$ cat src/rtl/pmod_step_decoder.sv
// Stepper coil-phase decoder: synchronizes and filters one-hot phases,
// tracks signed position, step period and illegal-transition faults.
module pmod_step_decoder #(
    parameter int POS_W    = 16,
    parameter int FILT_CYC = 4,
    parameter int PER_W    = 20
) (
    input  logic                    clk,
    input  logic                    rst,
    input  logic [3:0]              phase_in,
    input  logic                    pos_clr,
    input  logic                    err_clr,
    output logic [3:0]              phase,
    output logic signed [POS_W-1:0] pos,
    output logic                    dir_out,
    output logic                    moving,
    output logic                    step_pulse,
    output logic                    err_pulse,
    output logic                    fault,
    output logic [7:0]              err_cnt,
    output logic [PER_W-1:0]        period
);

    typedef enum logic [1:0] {IDLE, RUN, FAULT} st_t;

    localparam logic [3:0] FILT = 4'(FILT_CYC);

    st_t              st_q, st_d;
    logic [3:0]       sync1_q, sync1_d;
    logic [3:0]       sync2_q, sync2_d;
    logic [3:0]       sprev_q, sprev_d;
    logic [3:0]       cnt_q, cnt_d;
    logic [3:0]       phase_q, phase_d;
    logic [POS_W-1:0] pos_q, pos_d;
    logic             dir_q, dir_d;
    logic             step_q, step_d;
    logic             err_q, err_d;
    logic             fault_q, fault_d;
    logic [7:0]       ecnt_q, ecnt_d;
    logic [PER_W-1:0] per_q, per_d;
    logic [PER_W-1:0] pcnt_q, pcnt_d;

    logic [3:0] s, fwd, rev;
    logic       acc, onehot, illegal, step_fwd, step_rev;

    always_comb begin
        sync1_d  = phase_in;
        sync2_d  = sync1_q;
        sprev_d  = sync2_q;
        s        = sync2_q;
        fwd      = {phase_q[0], phase_q[3:1]};
        rev      = {phase_q[2:0], phase_q[3]};
        onehot   = (s != 4'b0000) && ((s & (s - 4'b0001)) == 4'b0000);
        illegal  = 1'b0;
        step_fwd = 1'b0;
        step_rev = 1'b0;

        // The filter count restarts whenever the synchronized sample moves.
        if (s != sprev_q)
            cnt_d = 4'd1;
        else if (cnt_q < FILT)
            cnt_d = cnt_q + 4'd1;
        else
            cnt_d = cnt_q;
        acc = (cnt_d == FILT) && (s != phase_q);

        st_d    = st_q;
        phase_d = phase_q;
        pos_d   = pos_q;
        dir_d   = dir_q;
        step_d  = 1'b0;
        err_d   = 1'b0;
        fault_d = fault_q;
        ecnt_d  = ecnt_q;
        per_d   = per_q;
        pcnt_d  = (pcnt_q == '1) ? pcnt_q : pcnt_q + PER_W'(1);

        if (acc) begin
            phase_d = s;
            unique case (st_q)
                IDLE: begin
                    if (s == 4'b0001) st_d = RUN;
                    else              illegal = 1'b1;
                end
                RUN: begin
                    if (s == fwd)          step_fwd = 1'b1;
                    else if (s == rev)     step_rev = 1'b1;
                    else if (s == 4'b0000) st_d = IDLE;
                    else                   illegal = 1'b1;
                end
                FAULT: begin
                    if (s == 4'b0000) st_d = IDLE;
                    else if (onehot)  st_d = RUN;
                    else              illegal = 1'b1;
                end
                default: st_d = IDLE;
            endcase
        end

        if (illegal) begin
            st_d    = FAULT;
            err_d   = 1'b1;
            fault_d = 1'b1;
            if (ecnt_q != 8'hFF) ecnt_d = ecnt_q + 8'd1;
        end

        if (step_fwd || step_rev) begin
            step_d = 1'b1;
            dir_d  = step_rev;
            per_d  = pcnt_q;
            pcnt_d = PER_W'(1);
            pos_d  = step_rev ? pos_q - POS_W'(1) : pos_q + POS_W'(1);
        end

        if (st_d == IDLE && st_q != IDLE) pcnt_d = '0;
        if (pos_clr) pos_d = '0;
        if (err_clr) begin
            fault_d = 1'b0;
            ecnt_d  = 8'd0;
        end
    end

    always_ff @(posedge clk or posedge rst) begin
        if (rst) begin
            st_q    <= IDLE;
            sync1_q <= 4'b0000;
            sync2_q <= 4'b0000;
            sprev_q <= 4'b0000;
            cnt_q   <= 4'd0;
            phase_q <= 4'b0000;
            pos_q   <= '0;
            dir_q   <= 1'b0;
            step_q  <= 1'b0;
            err_q   <= 1'b0;
            fault_q <= 1'b0;
            ecnt_q  <= 8'd0;
            per_q   <= '0;
            pcnt_q  <= '0;
        end else begin
            st_q    <= st_d;
            sync1_q <= sync1_d;
            sync2_q <= sync2_d;
            sprev_q <= sprev_d;
            cnt_q   <= cnt_d;
            phase_q <= phase_d;
            pos_q   <= pos_d;
            dir_q   <= dir_d;
            step_q  <= step_d;
            err_q   <= err_d;
            fault_q <= fault_d;
            ecnt_q  <= ecnt_d;
            per_q   <= per_d;
            pcnt_q  <= pcnt_d;
        end
    end

    assign phase      = phase_q;
    assign pos        = pos_q;
    assign dir_out    = dir_q;
    assign moving     = (st_q == RUN);
    assign step_pulse = step_q;
    assign err_pulse  = err_q;
    assign fault      = fault_q;
    assign err_cnt    = ecnt_q;
    assign period     = per_q;

endmodule

$ cat config.mk
export PLATFORM = sky130hd
export DESIGN_NAME = pmod_step_decoder
export DESIGN_NICKNAME = d
export VERILOG_FILES = /design/src/rtl/pmod_step_decoder.sv
export SDC_FILE = /design/constraint.sdc
export NUM_CORES = 1
export LEC_CHECK = 0
export CAP_MARGIN = 5
export CORE_ASPECT_RATIO = 1.1
export CORE_UTILIZATION = 25
export DETAILED_ROUTE_END_ITERATION = 6
export DONT_BUFFER_PORTS = 1
export PLACE_DENSITY_LB_ADDON = 0.05
export SLEW_MARGIN = 5
export SYNTH_ARGS = -nofsm -noshare
export SYNTH_HDL_FRONTEND = slang
export SYNTH_SLANG_ARGS = --single-unit
$ cat constraint.sdc
create_clock -name clk -period 8.9 [get_ports clk]
set_input_delay 2.225 -clock clk [delete_from_list [all_inputs] [get_ports clk]]
set_output_delay 2.225 -clock clk [all_outputs]
set_load 0.1 [all_outputs]
==> results of run 1 <==
## layer usage
layer,up-vias,track usage
li1,1772,-
met1,1709,0.163
met2,59,0.212
met3,15,0.0269
met4,0,0.0551
met5,-,0
## registers in the layout (all words and copies together), names as in the netlist, 2 cells and up
register / flops
cnt_q: 4
err_cnt: 8
pcnt_q: 20
period: 20
phase: 4
pos: 16
s: 4
sprev_q: 4
st_q: 2
sync1_q: 4
## where the power goes
part	leakage (nW)	internal [mW]	switching [mW]
Combinational	1.04	0.0388	0.0396
Clock	0.152	0.246	0.173
Sequential	1.21	0.430	0.0340
Total	2.40	0.715	0.247
## metrics by stage
stage / cell area [um2] / power, mW / hold slack (ns) / setup WS (ns)
6_report: 5400 / 0.962 / 0.348 / 4.39
2_1_floorplan: 4870 / 0.534 / 0.331 / 4.34
3_3_place_gp: 5090 / 0.552 / 0.333 / 4.48
4_1_cts: 5400 / 0.986 / 0.352 / 4.34
5_1_grt: 5400 / 1.01 / 0.352 / 3.98
3_5_place_dp: 5090 / 0.553 / 0.336 / 4.36
## cell families after synthesis
kind of cell | count (synthesis)
adder cells (fa/ha/maj) | 18
XOR/XNOR | 38
buffers and inverters | 37
AND/OR/NAND/NOR | 224
multiplexers | 7
AO/OA/AOI/OAI | 92
flip-flops | 90
## Yosys cell counts (all sizes together) (2+ instances only)
cell     number
xor2         12
nor2         29
a41oi         2
and4          2
a21boi        3
and3          9
nor3         24
mux2          2
o2111ai       2
o21a          4
buf          12
xnor2        26
dfrtp        90
o31ai         4
nor4          8
ha           17
or3           3
nor2b         5
nand2        96
a21o          5
a31oi         7
nand2b        8
inv          17
and2          4
a21oi        24
o41ai         2
o21bai        3
o211ai        2
mux2i         5
nand4         7
a211oi        8
a41o          2
a2111oi       5
nand3b        6
o31a          2
o21ai         9
clkbuf        8
nand3        20
## area by class of cell
cell class                 instances  area, um2  area share
clock buffer                       9        225      0.0417
inverter                          17       66.3      0.0123
multi-input combinational        379       2440       0.451
timing repair buffer               3       22.5     0.00417
sequential                        90       2250       0.417
tap                              247        309      0.0572
clock inverter                     6       90.1      0.0167
## worst paths after layout
kind                       startpoint  slack (ns)         end
setup / recovery             phase[1]        4.39      pos[7]
hold / removal             sync1_q[0]        0.35        s[0]
setup reg to reg             phase[1]        4.39      pos[7]
hold reg to reg            sync1_q[0]        0.35        s[0]
max in group asynchronous         rst        5.99      pos[2]
min in group asynchronous         rst        1.69  err_cnt[2]
## worst max-delay path, cell delays in order, from the launching register on
cell       delay, ns
dfrtp_1         1.06
xor2_1          0.24
nor4_2          0.10
nor4_2          0.38
nand2_1         0.23
inv_1           0.46
ha_1            0.35
a211oi_1        0.39
o21bai_1        0.16
a2111oi_0       0.60
o31a_1          0.22
o21ai_0         0.07
a21oi_1         0.18
## layout by cell type, fill, tap and decap left out, types with 3 or more instances in the layout
cell	count
nand2_1	95
dfrtp_1	90
nor2_1	29
nor3_1	24
a21oi_1	24
xnor2_1	23
nand3_1	19
ha_1	17
inv_1	15
xor2_1	12
and3_1	9
o21ai_0	9
clkbuf_16	9
nand2b_1	8
a211oi_1	7
a31oi_1	7
nand4_1	6
nand3b_1	6
nor4_1	6
mux2i_1	5
nor2b_1	5
a21o_1	5
and2_1	4
o21a_1	4
o31ai_1	4
a21boi_0	3
or3_1	3
xnor2_2	3
o21bai_1	3
buf_4	3
==> impl_metrics.py, run 1 <==
metrics = {
    "outcome": {
        "status": "finished clean",
    },
    "clocking": {
        "clock-root-buffer": "clkbuf_16",
        "cts_tree": "built",
        "cts.sink_count": 90,
        "hold_buffers": 0,
        "clk_pin_slew_ns": 0.07,
        "ctsResizeCount": 0,
        "htree_levels": 3,
        "cts_made_buffers": 9,
        "cts_setup_buffers": 0,
        "cts_max_path_buffers": 2,
        "insertion_delay_ns": 0.35,
    },
    "route": {
        "antenna_left": 0,
        "highest_layer": "met4",
        "avgViaCountPerCell": 4.73,
        "avgRoutedWirePerCell_um": 16.0,
        "drcViolationCount": 0,
        "dr.first_iter.drc_count": 154,
        "wl_met2_mm": 5.72,
        "wl_mm": 12.0,
        "vias": 3555,
        "met3_length_um": 435,
        "first_pass_iters": 4,
        "wirelength_met1_mm": 5.61,
    },
    "synth": {
        "synth_fp_nets": 532,
        "synthAdderAreaFrac": 0.0478,
        "ys_warn_count": 0,
        "synth_cell_type_count": 62,
        "synthXorXnorAreaFrac": 0.0730,
        "ys_ff_latch": 90,
        "yosysSeqAreaShare": 0.463,
        "synth_top_flop_cell": "dfrtp_1",
        "synth-simple-area-share": 0.221,
        "synth_mux_area_frac": 0.0157,
        "synth_edf_count": 0,
        "syn_avg_cell_area_um2": 9.62,
        "yosysTopAreaCell": "dfrtp_1",
        "netlist_area_um2": 4870,
        "ys_async_sr_fraction": 1.00,
        "synth_compound_area_frac": 0.142,
        "syn_inst": 506,
        "synth_top_family_by_area": "simple AND/OR/NAND/NOR gates",
        "ys_top_cells_by_area": "dfrtp_1 46%, nand2_1 7.3%, ha_1 4.4%, xnor2_1 4.1%, a21oi_1 2.5%",
        "synth_top_cell_area_share": 0.463,
    },
    "power_and_ir_drop": {
        "p_per_area_nw_per_um2": 178,
        "ir_drop_v": 0.0000840,
        "leakage_nw": 2.40,
    },
    "floorplanning": {
        "io_pins": 61,
        "die_w_um": 135,
        "core_um2": 19100,
        "rows": 53,
        "die_area_um2": 20000,
        "die_height_um": 148,
        "initial_core_util": 0.255,
    },
    "final_layout": {
        "drive_gt1_frac": 0.0754,
        "nets": 526,
        "final_core_util": 0.283,
        "finalNonFillerCells": 751,
        "antenna_cells": 0,
        "fillers": 2093,
        "area_growth_pct": 11.0,
    },
    "critical_path": {
        "crit_path_start_kind": "flip-flop",
        "end_kind": "flip-flop",
        "reg2reg_depth": 12,
        "cp.required_ns": 9.17,
        "critical_path_class": "reg -> reg",
        "cp.arrival_ns": 4.78,
        "worstPathMaxFanout": 14,
    },
    "min_path": {
        "whs_path_depth": 0,
        "hp-class": "reg -> reg",
    },
    "timing": {
        "worst_pin_slew_ns": 1.08,
        "fin_tns_setup_ns": 0,
        "slew_headroom": 0.282,
        "fin_crit_ns": 4.51,
        "min_period_over_period": 0.507,
        "hold_viol_final": 0,
        "finalSetupViolCount": 0,
        "fmax_mhz": 222,
        "rsz0062_at_grt": "false",
        "fin_skew_ns": 0.0107,
        "finalMaxSlewViolations": 0,
    },
    "placed_design": {
        "port_buffers": 0,
        "place_hpwl_mm": 8.24,
        "post-place-cells": 736,
        "place_congestion": 0.774,
    },
    "global_routing": {
        "grt_pass1_wl_mm": 20.0,
        "antenna_found_initial": 0,
        "overflow": 0,
        "grt_max_degree": 69,
        "first_global_vias": 3752,
        "grt_usage": 0.129,
    },
    "run": {
        "maxCapViolations": 0,
    },
}
Power figures use the tool's default switching activity.
==> run 2, diff against run 1 <==
Clock period 8.9 ns to 3.77 ns, I/O delays scaled along.
==> run 2 against run 1 <==
Compared with the run above: wire length rose by 0.68%; cell count rose by 4.9%; register-to-register slack got worse by 4.0 ns; critical path depth rose by 2; global-route usage rose by 0.15 points; count of clock-buffer cells in the layout rose by 3; highest routed layer unchanged; sequential cell count did not move.
==> impl_metrics.py, run 2 (synthesized netlist as in run 1, its figures left out) <==
metrics = {
    "outcome": {
        "status": "finished clean",
    },
    "clocking": {
        "cts_max_path_buffers": 2,
        "clk_pin_slew_ns": 0.07,
        "cts_setup_buffers": 0,
        "htree_levels": 3,
        "cts_made_buffers": 9,
        "ctsResizeCount": 0,
        "clock-root-buffer": "clkbuf_16",
        "hold_buffers": 0,
        "cts_tree": "built",
        "cts.sink_count": 90,
        "insertion_delay_ns": 0.35,
    },
    "global_routing": {
        "first_global_vias": 3820,
        "grt_max_degree": 91,
        "grt_pass1_wl_mm": 20.4,
        "overflow": 0,
        "antenna_found_initial": 0,
        "grt_usage": 0.130,
    },
    "route": {
        "wl_mm": 12.1,
        "first_pass_iters": 4,
        "avgViaCountPerCell": 4.68,
        "antenna_left": 0,
        "dr.first_iter.drc_count": 170,
        "drcViolationCount": 0,
        "avgRoutedWirePerCell_um": 15.3,
        "vias": 3684,
    },
    "placed_design": {
        "place_hpwl_mm": 8.20,
        "place_congestion": 0.801,
        "post-place-cells": 772,
        "port_buffers": 0,
    },
    "min_path": {
        "hp-class": "reg -> reg",
        "hp-start": "sync1_q[3]",
    },
    "timing": {
        "rsz0062_at_grt": "true",
        "hold_viol_final": 0,
        "slew_headroom": 0.340,
        "worst_pin_slew_ns": 0.990,
        "finalMaxSlewViolations": 0,
        "fmax_mhz": 292,
        "min_period_over_period": 0.909,
        "hold-worst-slack_ns": 0.348,
        "finalSetupViolCount": 0,
        "fin_skew_ns": 0.0103,
        "fin_crit_ns": 3.43,
    },
    "floorplanning": {
        "io_pins": 61,
        "die_w_um": 135,
        "core_um2": 19100,
        "initial_core_util": 0.255,
        "die_height_um": 148,
        "rows": 53,
        "die_area_um2": 20000,
    },
    "power_and_ir_drop": {
        "ir_drop_v": 0.000214,
        "p_per_area_nw_per_um2": 385,
        "leakage_nw": 2.57,
    },
    "critical_path": {
        "cp.arrival_ns": 3.66,
        "cp.required_ns": 4.00,
        "crit_start": "s[3]",
        "worstPathMaxFanout": 10,
        "critPathSlowestCell": "dfrtp_1",
        "end_kind": "flip-flop",
        "crit_path_start_kind": "flip-flop",
        "cp_slowest_stage_delay_ns": 0.60,
        "critical_path_class": "reg -> reg",
        "rr_startpoint": "s[3]",
        "path_cells": "xor2_1 -> nor4_2 -> buf_4 -> nor4_2 -> nand2_1 -> inv_2 -> buf_4 -> ha_1 -> nand4_1 -> nor3_1 -> nor3_1 -> o21ai_0 -> mux2i_1 -> mux2_2",
    },
    "final_layout": {
        "finalNonFillerCells": 788,
        "drive_gt1_frac": 0.146,
        "area_growth_pct": 16.2,
        "antenna_cells": 0,
        "mostFrequentLayoutCell": "nand2_1",
        "nets": 562,
        "mostFrequentLayoutCells": "95 x nand2_1, 85 x dfrtp_1, 38 x buf_4, 29 x nor2_1",
    },
    "run": {
        "maxCapViolations": 0,
    },
}
## run 2: layer usage
layer	share of wire	track usage	wire length [um]
met1	0.49	0.172	5920
met3	0.038	0.0290	462
met5	0	0	0
met2	0.46	0.207	5500
met4	0.016	0.0489	191
## run 2: critical path, delay by kind of cell (launching register included)
kind	cells	cell delay [ns]
mux	2	0.56
compound gates	1	0.24
xor+xnor	1	0.21
buf+inv	3	0.43
simple gates	6	1.01
fa+ha+maj	1	0.23
flops	1	0.60
## run 2: path summary, 6_finish.rpt
path                            slack, ns  depth (start not counted)        end
worst max-delay path                 0.34                         14    pos[15]
worst min-delay path                 0.35                          0       s[3]
worst max register to register       0.34                         14    pos[15]
worst min register to register       0.35                          0       s[3]
max in group asynchronous            2.79                          2     pos[0]
min in group asynchronous            0.57                          2  period[7]
## run 2: final cells by class
class | count | area [um2]
tap | 247 | 309
fill | 2001 | 13400
multi-input combinational | 379 | 2440
clock buffer | 12 | 246
timing repair buffer | 39 | 305
clock inverter | 4 | 33.8
inverter | 17 | 66.3
sequential | 90 | 2260
## run 2: power breakdown
part           total (mW)  switching (mW)  internal (mW)
sequential           1.08          0.0608           1.02
combinational       0.210           0.112         0.0979
clock               0.892           0.419          0.473
total                2.18           0.591           1.59
## run 2: stage by stage
step	area [um2]	utilization	worst slack [ns]	setup TNS [ns]	total power, mW
final	5660	0.296	0.342	0	2.18
after global routing	5660	0.296	-0.0144	-0.0144	2.30
after CTS	5660	0.296	0.0426	0	2.23
after detailed placement	5380	0.282	0.0526	0	1.31
after global placement	5380	0.282	0.219	0	1.31
after floorplan	4870	-	0.0311	0	1.26
==> run 3, diff against run 2 <==
Clock period 3.77 ns to 4.3 ns, I/O delays scaled along.
==> run 3 against run 2 <==
Compared with the run above: via count increased by 0.30%; sequential share of layout area is 0.54 points higher; maximum frequency fell by 12%; non-clock buffer count down 16; combinational power down 16%.
==> impl_metrics.py, run 3 (synthesized netlist as in run 1, its figures left out) <==
metrics = {
    "clocking": {
        "ctsResizeCount": 0,
        "insertion_delay_ns": 0.35,
        "cts_made_buffers": 9,
        "cts_tree": "built",
        "cts_max_path_buffers": 2,
        "cts_setup_buffers": 0,
        "hold_buffers": 0,
        "clk_pin_slew_ns": 0.07,
        "htree_levels": 3,
        "clock-root-buffer": "clkbuf_16",
        "cts.sink_count": 90,
    },
    "floorplanning": {
        "initial_core_util": 0.255,
        "die_area_um2": 20000,
        "die_height_um": 148,
        "die_w_um": 135,
        "rows": 53,
        "core_um2": 19100,
        "io_pins": 61,
    },
    "route": {
        "antenna_left": 0,
        "wl_mm": 12.1,
        "vias": 3695,
        "drcViolationCount": 0,
        "dr.first_iter.drc_count": 154,
        "avgRoutedWirePerCell_um": 15.7,
        "avgViaCountPerCell": 4.79,
        "first_pass_iters": 4,
    },
    "global_routing": {
        "grt_pass1_wl_mm": 20.3,
        "antenna_found_initial": 0,
        "overflow": 0,
        "first_global_vias": 3873,
        "grt_usage": 0.131,
        "grt_max_degree": 40,
    },
    "timing": {
        "rsz0062_at_grt": "true",
        "finalSetupViolCount": 0,
        "worst_pin_slew_ns": 1.02,
        "fin_crit_ns": 3.91,
        "fin_skew_ns": 0.00917,
        "worst_slack_ns": 0.386,
        "fmax_mhz": 255,
        "min_period_over_period": 0.910,
        "slew_headroom": 0.317,
        "hold_viol_final": 0,
        "finalMaxSlewViolations": 0,
    },
    "placed_design": {
        "dpl_worst_slack_ns": 0.328,
        "post-place-cells": 756,
        "place_congestion": 0.789,
        "place_hpwl_mm": 8.45,
        "port_buffers": 0,
    },
    "final_layout": {
        "nets": 546,
        "finalNonFillerCells": 772,
        "drive_gt1_frac": 0.110,
        "antenna_cells": 0,
        "area_growth_pct": 14.4,
        "mostFrequentLayoutCells": "95 x nand2_1, 90 x dfrtp_1, 29 x nor2_1, 24 x nor3_1, 24 x a21oi_1",
        "mostFrequentLayoutCell": "nand2_1",
        "final_core_util": 0.292,
    },
    "min_path": {
        "whs_path_depth": 0,
        "hp-class": "reg -> reg",
    },
    "critical_path": {
        "cp.required_ns": 4.57,
        "cp.arrival_ns": 4.19,
        "critPathCapture": "pos[7]",
        "critical_path_class": "reg -> reg",
        "crit_path_start_kind": "flip-flop",
        "worstPathMaxFanout": 7,
        "r2r_slack_ns": 0.39,
        "rr_startpoint": "cnt_q[0]",
        "crit_start": "cnt_q[0]",
        "end_kind": "flip-flop",
        "timing.rr.end": "pos[7]",
        "reg2reg_depth": 13,
    },
    "power_and_ir_drop": {
        "p_per_area_nw_per_um2": 363,
        "leakage_nw": 2.52,
        "ir_drop_v": 0.000183,
        "power.total_mw": 2.02,
    },
    "run": {
        "maxCapViolations": 0,
    },
    "outcome": {
        "status": "finished clean",
    },
}
-- run 3: metrics by stage --
step | instance area [um2] | hold slack [ns] | setup TNS, ns
after global routing | 5570 | 0.357 | -0.0330
after global placement | 5240 | 0.334 | 0
final | 5570 | 0.350 | 0
after floorplan | 4870 | 0.331 | 0
after detailed placement | 5240 | 0.337 | 0
after CTS | 5570 | 0.353 | 0
-- run 3: where the power goes --
part           internal (mW)  leakage [nW]  switching [mW]  total [mW]
Sequential             0.890          1.21          0.0593       0.949
Clock                  0.531         0.160           0.364       0.894
Combinational         0.0823          1.15          0.0950       0.177
-- run 3: layout make-up --
cell class / instances / area, um2
Fill cell: 2046 / 13500
Multi-Input combinational cell: 379 / 2440
Sequential cell: 90 / 2250
Tap cell: 247 / 309
Clock buffer: 11 / 243
Timing Repair Buffer: 23 / 173
Clock inverter: 5 / 86.3
Inverter: 17 / 66.3
-- run 3: worst min-delay path by stage --
stage	startpoint	to	slack [ns]
final	sync1_q[3]	s[3]	0.35
after global routing	sync1_q[3]	s[3]	0.36
after CTS	sync1_q[1]	s[1]	0.35
after detailed placement	sync1_q[1]	s[1]	0.34
after global placement	sync1_q[2]	s[2]	0.33
after floorplan	sync1_q[0]	s[0]	0.33
-- run 3: metal layers --
| layer | vias to the layer above | GRT usage | share of wire |
|---|---|---|---|
| met5 | - | 0 | 0 |
| met4 | 0 | 0.0472 | 0.013 |
| met3 | 10 | 0.0324 | 0.042 |
| met2 | 63 | 0.219 | 0.47 |
| met1 | 1808 | 0.163 | 0.47 |
| li1 | 1814 | - | - |
-- run 3: critical path, cell delays in order (launching register included) --
cell	delay, ns
dfrtp_1	0.39
ha_1	0.31
nor3b_1	0.21
o2111ai_1	0.21
nor4_2	0.34
nand2_1	0.21
inv_1	0.25
ha_1	0.29
a211oi_1	0.36
o21bai_1	0.15
a2111oi_0	0.64
o31a_1	0.22
o21ai_0	0.07
a21oi_1	0.18
